$ cat src/rtl/prog_dumper.sv
// Program-memory readback: streams bytes 0..PROG_LEN over a valid/ready
// byte interface after load, optionally stopping at the first NUL byte.
module prog_dumper #(
    parameter int PROG_ADDR_WIDTH = 12,
    parameter int PROG_LEN        = 4095,
    parameter bit STOP_ON_NUL     = 1'b0
) (
    input  logic                       clk,
    input  logic                       reset,
    input  logic                       dump_req,
    output logic                       prog_re,
    output logic [PROG_ADDR_WIDTH-1:0] prog_addr,
    input  logic [7:0]                 prog_rd,
    output logic                       out_valid,
    input  logic                       out_ready,
    output logic [7:0]                 out_data,
    output logic                       busy,
    output logic                       done
);

    typedef enum logic [2:0] {
        S_IDLE,
        S_READ,
        S_WAIT,
        S_SEND,
        S_DONE
    } state_t;

    localparam logic [PROG_ADDR_WIDTH-1:0] LAST = PROG_ADDR_WIDTH'(PROG_LEN);

    state_t                     state, state_nxt;
    logic [PROG_ADDR_WIDTH-1:0] addr_nxt;
    logic [7:0]                 data_nxt;

    always_ff @(posedge clk or posedge reset) begin
        if (reset) begin
            state     <= S_IDLE;
            prog_addr <= '0;
            out_data  <= 8'h00;
        end else begin
            state     <= state_nxt;
            prog_addr <= addr_nxt;
            out_data  <= data_nxt;
        end
    end

    always_comb begin
        state_nxt = state;
        addr_nxt  = prog_addr;
        data_nxt  = out_data;
        unique case (state)
            S_IDLE: begin
                if (dump_req) begin
                    state_nxt = S_READ;
                    addr_nxt  = '0;
                end
            end
            S_READ: state_nxt = S_WAIT;
            S_WAIT: begin
                // synchronous RAM: prog_rd reflects the READ-cycle address here
                if (STOP_ON_NUL && prog_rd == 8'h00) begin
                    state_nxt = S_DONE;
                end else begin
                    data_nxt  = prog_rd;
                    state_nxt = S_SEND;
                end
            end
            S_SEND: begin
                if (out_ready) begin
                    if (prog_addr == LAST) begin
                        state_nxt = S_DONE;
                    end else begin
                        addr_nxt  = prog_addr + 1'b1;
                        state_nxt = S_READ;
                    end
                end
            end
            S_DONE: begin
                if (!dump_req) state_nxt = S_IDLE;
            end
            default: state_nxt = S_IDLE;
        endcase
    end

    assign prog_re   = (state == S_READ);
    assign out_valid = (state == S_SEND);
    assign busy      = (state == S_READ) || (state == S_WAIT) || (state == S_SEND);
    assign done      = (state == S_DONE);

endmodule

$ cat config.mk
export PLATFORM = sky130hd
export DESIGN_NAME = prog_dumper
export DESIGN_NICKNAME = d
export VERILOG_FILES = /design/src/rtl/prog_dumper.sv
export SDC_FILE = /design/constraint.sdc
export NUM_CORES = 1
export LEC_CHECK = 0
export CORE_AREA = 4 4 56 58
export CTS_BUF_LIST = sky130_fd_sc_hd__clkbuf_8
export DETAILED_ROUTE_END_ITERATION = 7
export DIE_AREA = 0 0 60 62
export PLACE_DENSITY = 0.78
export SKIP_LAST_GASP = 1
export SLEW_MARGIN = 20
export SYNTH_ARGS = -nofsm -noshare
export SYNTH_HDL_FRONTEND = slang
export SYNTH_SLANG_ARGS = --single-unit
$ cat constraint.sdc
create_clock -name clk -period 2.83 [get_ports clk]
set_clock_uncertainty 0.15 [all_clocks]
set_input_delay 0.7075 -clock clk [delete_from_list [all_inputs] [get_ports clk]]
set_output_delay 0.7075 -clock clk [all_outputs]
set_load 0.01 [all_outputs]
==> reports/results.tsv, run 1 <==
metric	value	unit
grt-ovfl-total	0	
grt.total_usage	17.3	%
drc	0	
nFillCells	230	
first_iter_violations	37	
netlist_area	1220	sq um
fin_ws	0.284	ns
grt_busiest_layer	met2	
grt_antenna_before_repair	0	
cts_tree	built	
grt_pass1_vias	1039	
drive_gt1_share	15.5	%
synthFlopType	dfrtp_1	
post-place-ws	0.151	ns
synth_seq_area_share	47.2	%
dp_hpwl	2090	um
critPathBufInv	1	
post-route-period-util	90.0	%
fin_util	61.4	%
yosys-top-cells-area	dfrtp_1, mux2_2, a21oi_1	
synth_edf_count	0	
hp-class	flop to flop	
layout.nets	162	
cpPeakStageDelay	0.57	ns
async_flop_share	100	%
grt_setup_unrepaired	false	
slew_headroom	61.7	%
grt_use_met1	21.6	%
leakagePower	0.000664	uW
grt_max_degree	24	
path_max_fanout	10	
vias	1035	
drv_cap	0	
syn_nets	125	
fmax	393	MHz
yosys_warnings	0	
cts_resized	0	
cts_buffers	3	
p_per_area	867	nW/um^2
root_buffer	clkbuf_8	
die_x	60	um
htreeDepth	1	
required	1.97	ns
dieArea	3720	sq um
clk_pin_slew_worst_paths	0.07	ns
crit_chain	and3b_2 > clkdlybuf4s50_1	
synth.largest_area_cell	dfrtp_1	
start_kind	flop	
crit_path_end_kind	output pin	
antenna_left	0	
final-hold-violation-count	0	
critPathSlowestCell	clkdlybuf4s50_1	
final_max_slew_viol_count	0	
port-buffer-count	35	
finalSetupViolCount	0	
critPathTopFamily	buffers and inverters	
syn_area_per_cell	10.9	sq um
synth_top_area_share	47.2	%
whs	0.363	ns
finalSetupTns	0	ns
die_h	62	um
worstMarginPinSlew	0.572	ns
critPathKind	flop to output pin	
post_drt_wl_per_cell	15.8	um
syn_inst	112	
arrival	1.69	ns
clk_latency	0.27	ns
drt-vias-per-instance	5.78	
synthDistinctLibCells	43	
clk_path_buf_depth	2	
synth-seq-cells	23	
fp.coreArea	2660	sq um
ios	36	
grtUsageMet3	5.58	%
hold_buffers	0	
finalCriticalPeriod	2.55	ns
rows	19	
cts_sinks	23	
totalPowerFinal	1420	uW
grt_pass1_wl	4710	um
n_antenna_cell	0	
dr.pass1.iters	4	
drt_wl_total	2840	um
post-cts-setup-buffer-count	0	
grt_util_met2	27.3	%
place_congestion	0.849	
start_util	45.8	%
outcome	completed	
synthToLayoutAreaGrowth	33.9	%
irDropWorstVdd	0.605	mV
## area by class of cell
| class | instances | area [sq um] | share of cell area (%) |
|---|---|---|---|
| flip-flops and latches | 23 | 576 | 35.2 |
| clock buffers | 3 | 41.3 | 2.53 |
| well taps | 31 | 38.8 | 2.37 |
| clock inverters | 1 | 3.75 | 0.230 |
| inverters | 6 | 22.5 | 1.38 |
| multi-input cells | 78 | 587 | 35.9 |
| repair buffers | 37 | 365 | 22.4 |
## routing by layer
| layer | up-vias | share of wire (%) |
|---|---|---|
| met5 | - | 0 |
| met1 | 498 | 45 |
| li1 | 502 | - |
| met4 | 0 | 1.6 |
| met2 | 27 | 49 |
| met3 | 8 | 4.8 |
## cells by family (layout without fill, tap and decap cells)
group	Yosys count	after routing	synth area share, %
and+or+nand+nor	39	39	21.2
DFF	23	23	47.2
AOI/OAI and AO/OA	30	30	18.5
adders and majority gates	1	1	1.03
muxes	8	8	7.38
buffers and inverters	11	47	4.72
## registers in the layout, summed over array words and instances (netlist names)
register,flops
prog_addr,12
state,3
out_data,8
## power breakdown
group	internal (uW)	total (uW)	switching [uW]
registers	438	546	108
logic	381	668	287
clock network	97.1	204	107
total	916	1420	502
## worst paths after layout
kind | start | slack (ns) | endpoint | depth (start not counted)
worst max register to register | prog_addr[0] | 0.56 | prog_addr[7] | 5
worst max-delay path | state[2] | 0.28 | out_valid | 2
worst min register to register | out_data[5] | 0.36 | out_data[5] | 1
worst min-delay path | out_data[5] | 0.36 | out_data[5] | 1
max in group asynchronous | reset | 1.65 | out_data[5] | 3
min in group asynchronous | reset | 0.64 | prog_addr[6] | 3
## cells in the final DEF, fill, tap and decap left out, drive strengths merged, types with 3 or more instances in the layout
cell / Yosys / routed
inv: 6 / 7
mux2: 8 / 8
clkbuf: 2 / 3
nand2: 9 / 9
o41ai: 3 / 3
nand3: 4 / 4
a21oi: 7 / 7
and2: 4 / 4
o311ai: 4 / 4
nor2: 5 / 5
o21ai: 3 / 3
dfrtp: 23 / 23
clkdlybuf4s50: 0 / 35
## cell usage after synthesis, drive strengths merged (2+ instances only)
library cell / n
dfrtp: 23
nand2: 9
mux2: 8
a21oi: 7
inv: 6
nor2: 5
and2: 4
nand3: 4
o311ai: 4
buf: 3
o21ai: 3
o41ai: 3
a31o: 2
a41oi: 2
and3: 2
and3b: 2
clkbuf: 2
nand4: 2
nor3: 2
o31ai: 2
## through the flow
step	instance area, sq um	cells
floorplan	1220	112
global placement	1590	175
detailed placement	1590	175
CTS	1630	179
global route	1630	179
finish	1630	179
Power figures use the tool's default switching activity.
==> run 2: changes to the inputs <==
- CTS_BUF_LIST: sky130_fd_sc_hd__clkbuf_8 -> sky130_fd_sc_hd__clkbuf_2 sky130_fd_sc_hd__clkbuf_4 sky130_fd_sc_hd__clkbuf_8
==> run 2 against run 1 <==
Sequential share of layout area is 0.33 points higher. Utilization down 0.56 points. Critical path depth did not move. Global-route usage is 0.22 points lower. Largest cell class unchanged. Via count increased by 1.3%. Final area decreased by 0.92%. Die area did not move. Clock-buffer cell count grew 1. Combinational power is essentially flat. Sequential power about the same.
==> reports/results.tsv, run 2 (same netlist as run 1, synthesis figures left out) <==
metric	value	unit	change
grt_max_degree	24		unchanged
irDropWorstVdd	0.539	mV	-11%
drc	0		unchanged
first_iter_violations	32		-14%
finalSetupTns	0	ns	unchanged
leakagePower	0.000656	uW	-1.3%
layout.nets	162		unchanged
critPathKind	flop to output pin		
critPathSlowestCell	clkdlybuf4s50_1		
drive_gt1_share	16.2	%	+0.68 points
clk_path_buf_depth	2		unchanged
dieArea	3720	sq um	unchanged
antenna_left	0		unchanged
drt_wl_total	2830	um	-0.11%
wl_met2	1410	um	+1.5%
critPathBufInv	1		unchanged
grt.total_usage	17.1	%	-0.22 points
post_drt_wl_per_cell	15.8	um	-0.11%
seq_area	576	sq um	unchanged
start_kind	flop		
fp.coreArea	2660	sq um	unchanged
clk_pin_slew_worst_paths	0.13	ns	+0.06 ns
vias	1048		+1.3%
die_x	60	um	unchanged
hold_buffers	0		unchanged
top_layer_used	met4		
start_util	45.8	%	unchanged
port-buffer-count	35		unchanged
dp_hpwl	2090	um	unchanged
cpPeakStageDelay	0.57	ns	about the same
mostFrequentLayoutCells	clkdlybuf4s50_1, dfrtp_1, nand2_1		
multiInputGateArea	587	sq um	unchanged
wl_met3	138	um	+0.73%
ios	36		unchanged
finalSetupViolCount	0		unchanged
final_common_cell	clkdlybuf4s50_1		
synthToLayoutAreaGrowth	32.7	%	
required	1.97	ns	about the same
cts_buffers	3		unchanged
place_congestion	0.849		unchanged
arrival	1.75	ns	+0.06 ns
post-cts-setup-buffer-count	0		unchanged
clk_latency	0.31	ns	+0.04 ns
htreeDepth	1		unchanged
crit_chain	and3b_2 > clkdlybuf4s50_1		
fmax	383	MHz	-2.5%
reg_top3	prog_addr x12, out_data x8, state x3		
totalPowerFinal	1380	uW	-2.8%
dp.cells	175		unchanged
drt-met1-wl	1260	um	-0.24%
final-hold-violation-count	0		unchanged
drv_cap	0		unchanged
whs	0.373	ns	+0.0104 ns
rows	19		unchanged
grt-ovfl-total	0		unchanged
grt_pass1_wl	4710	um	unchanged
final_cells	179		unchanged
outcome	completed		
path_max_fanout	10		unchanged
worstMarginPinSlew	0.573	ns	+0.000937 ns
hp-class	flop to flop		
grt_setup_unrepaired	false		
root_buffer	clkbuf_4		
grt_pass1_vias	1058		+1.8%
slew_headroom	61.6	%	-0.063 points
drt-vias-per-instance	5.85		+1.3%
final_max_slew_viol_count	0		unchanged
grt_antenna_before_repair	0		unchanged
post-route-period-util	92.3	%	+2.3 points
cts_resized	0		unchanged
dr.pass1.iters	4		unchanged
p_per_area	851	nW/um^2	-1.9%
nFillCells	232		+0.87%
die_h	62	um	unchanged
regToRegSetupSlack	0.55	ns	about the same
n_antenna_cell	0		unchanged
cts_tree	built		
largest_reg_flops	12		unchanged
crit_path_end_kind	output pin		
regMostFlops	prog_addr		
critPathTopFamily	buffers and inverters		
cts_sinks	23		unchanged
finalCriticalPeriod	2.61	ns	+0.0656 ns
==> run 2: cell types whose count changed in the layout (fill, tap and decap cells not counted) <==
cell and change:
clkbuf_4 +4, clkbuf_8 -3, inv_1 -1
==> run 2: cell type report <==
| type | instances | area share, % |
|---|---|---|
| clock buffer | 4 | 1.85 |
| inverter | 6 | 1.39 |
| multi-input combinational | 78 | 36.2 |
| sequential | 23 | 35.5 |
| tap | 31 | 2.40 |
| timing repair buffer | 37 | 22.6 |
==> run 2: path summary, 6_finish.rpt <==
kind / startpoint / endpoint / cells past startpoint
max: state[0] / out_valid / 2
min: out_data[5] / out_data[5] / 1
max reg2reg: prog_addr[0] / prog_addr[7] / 5
min reg2reg: out_data[5] / out_data[5] / 1
max in group asynchronous: reset / out_data[5] / 3
min in group asynchronous: reset / prog_addr[6] / 3
==> run 2: metrics by stage <==
step / worst slack (ns) / instance area (sq um) / util, %
after floorplan: 0.714 / 1220 / -
after global placement: 0.237 / 1590 / 59.7
after detailed placement: 0.151 / 1590 / 59.7
after CTS: 0.209 / 1620 / 60.8
after global routing: 0.0917 / 1620 / 60.8
final: 0.219 / 1620 / 60.8
==> run 2: power breakdown <==
part	total (uW)	switching [uW]	internal, uW
Clock	164	99.1	64.7
Combinational	669	288	381
Sequential	546	109	437
==> run 2: per-layer routing <==
layer	track usage, %	vias to the layer above
met1	21.3	514
met5	0	-
met2	27.6	28
li1	-	502
met3	5.58	4
met4	6.33	0
==> run 2: worst reg2reg max path: stages (launching register included) <==
cell and delay, ns:
dfrtp_1 0.45, ha_1 0.33, nand3_1 0.26, or4_1 0.67, a31o_2 0.28, nand3_1 0.09
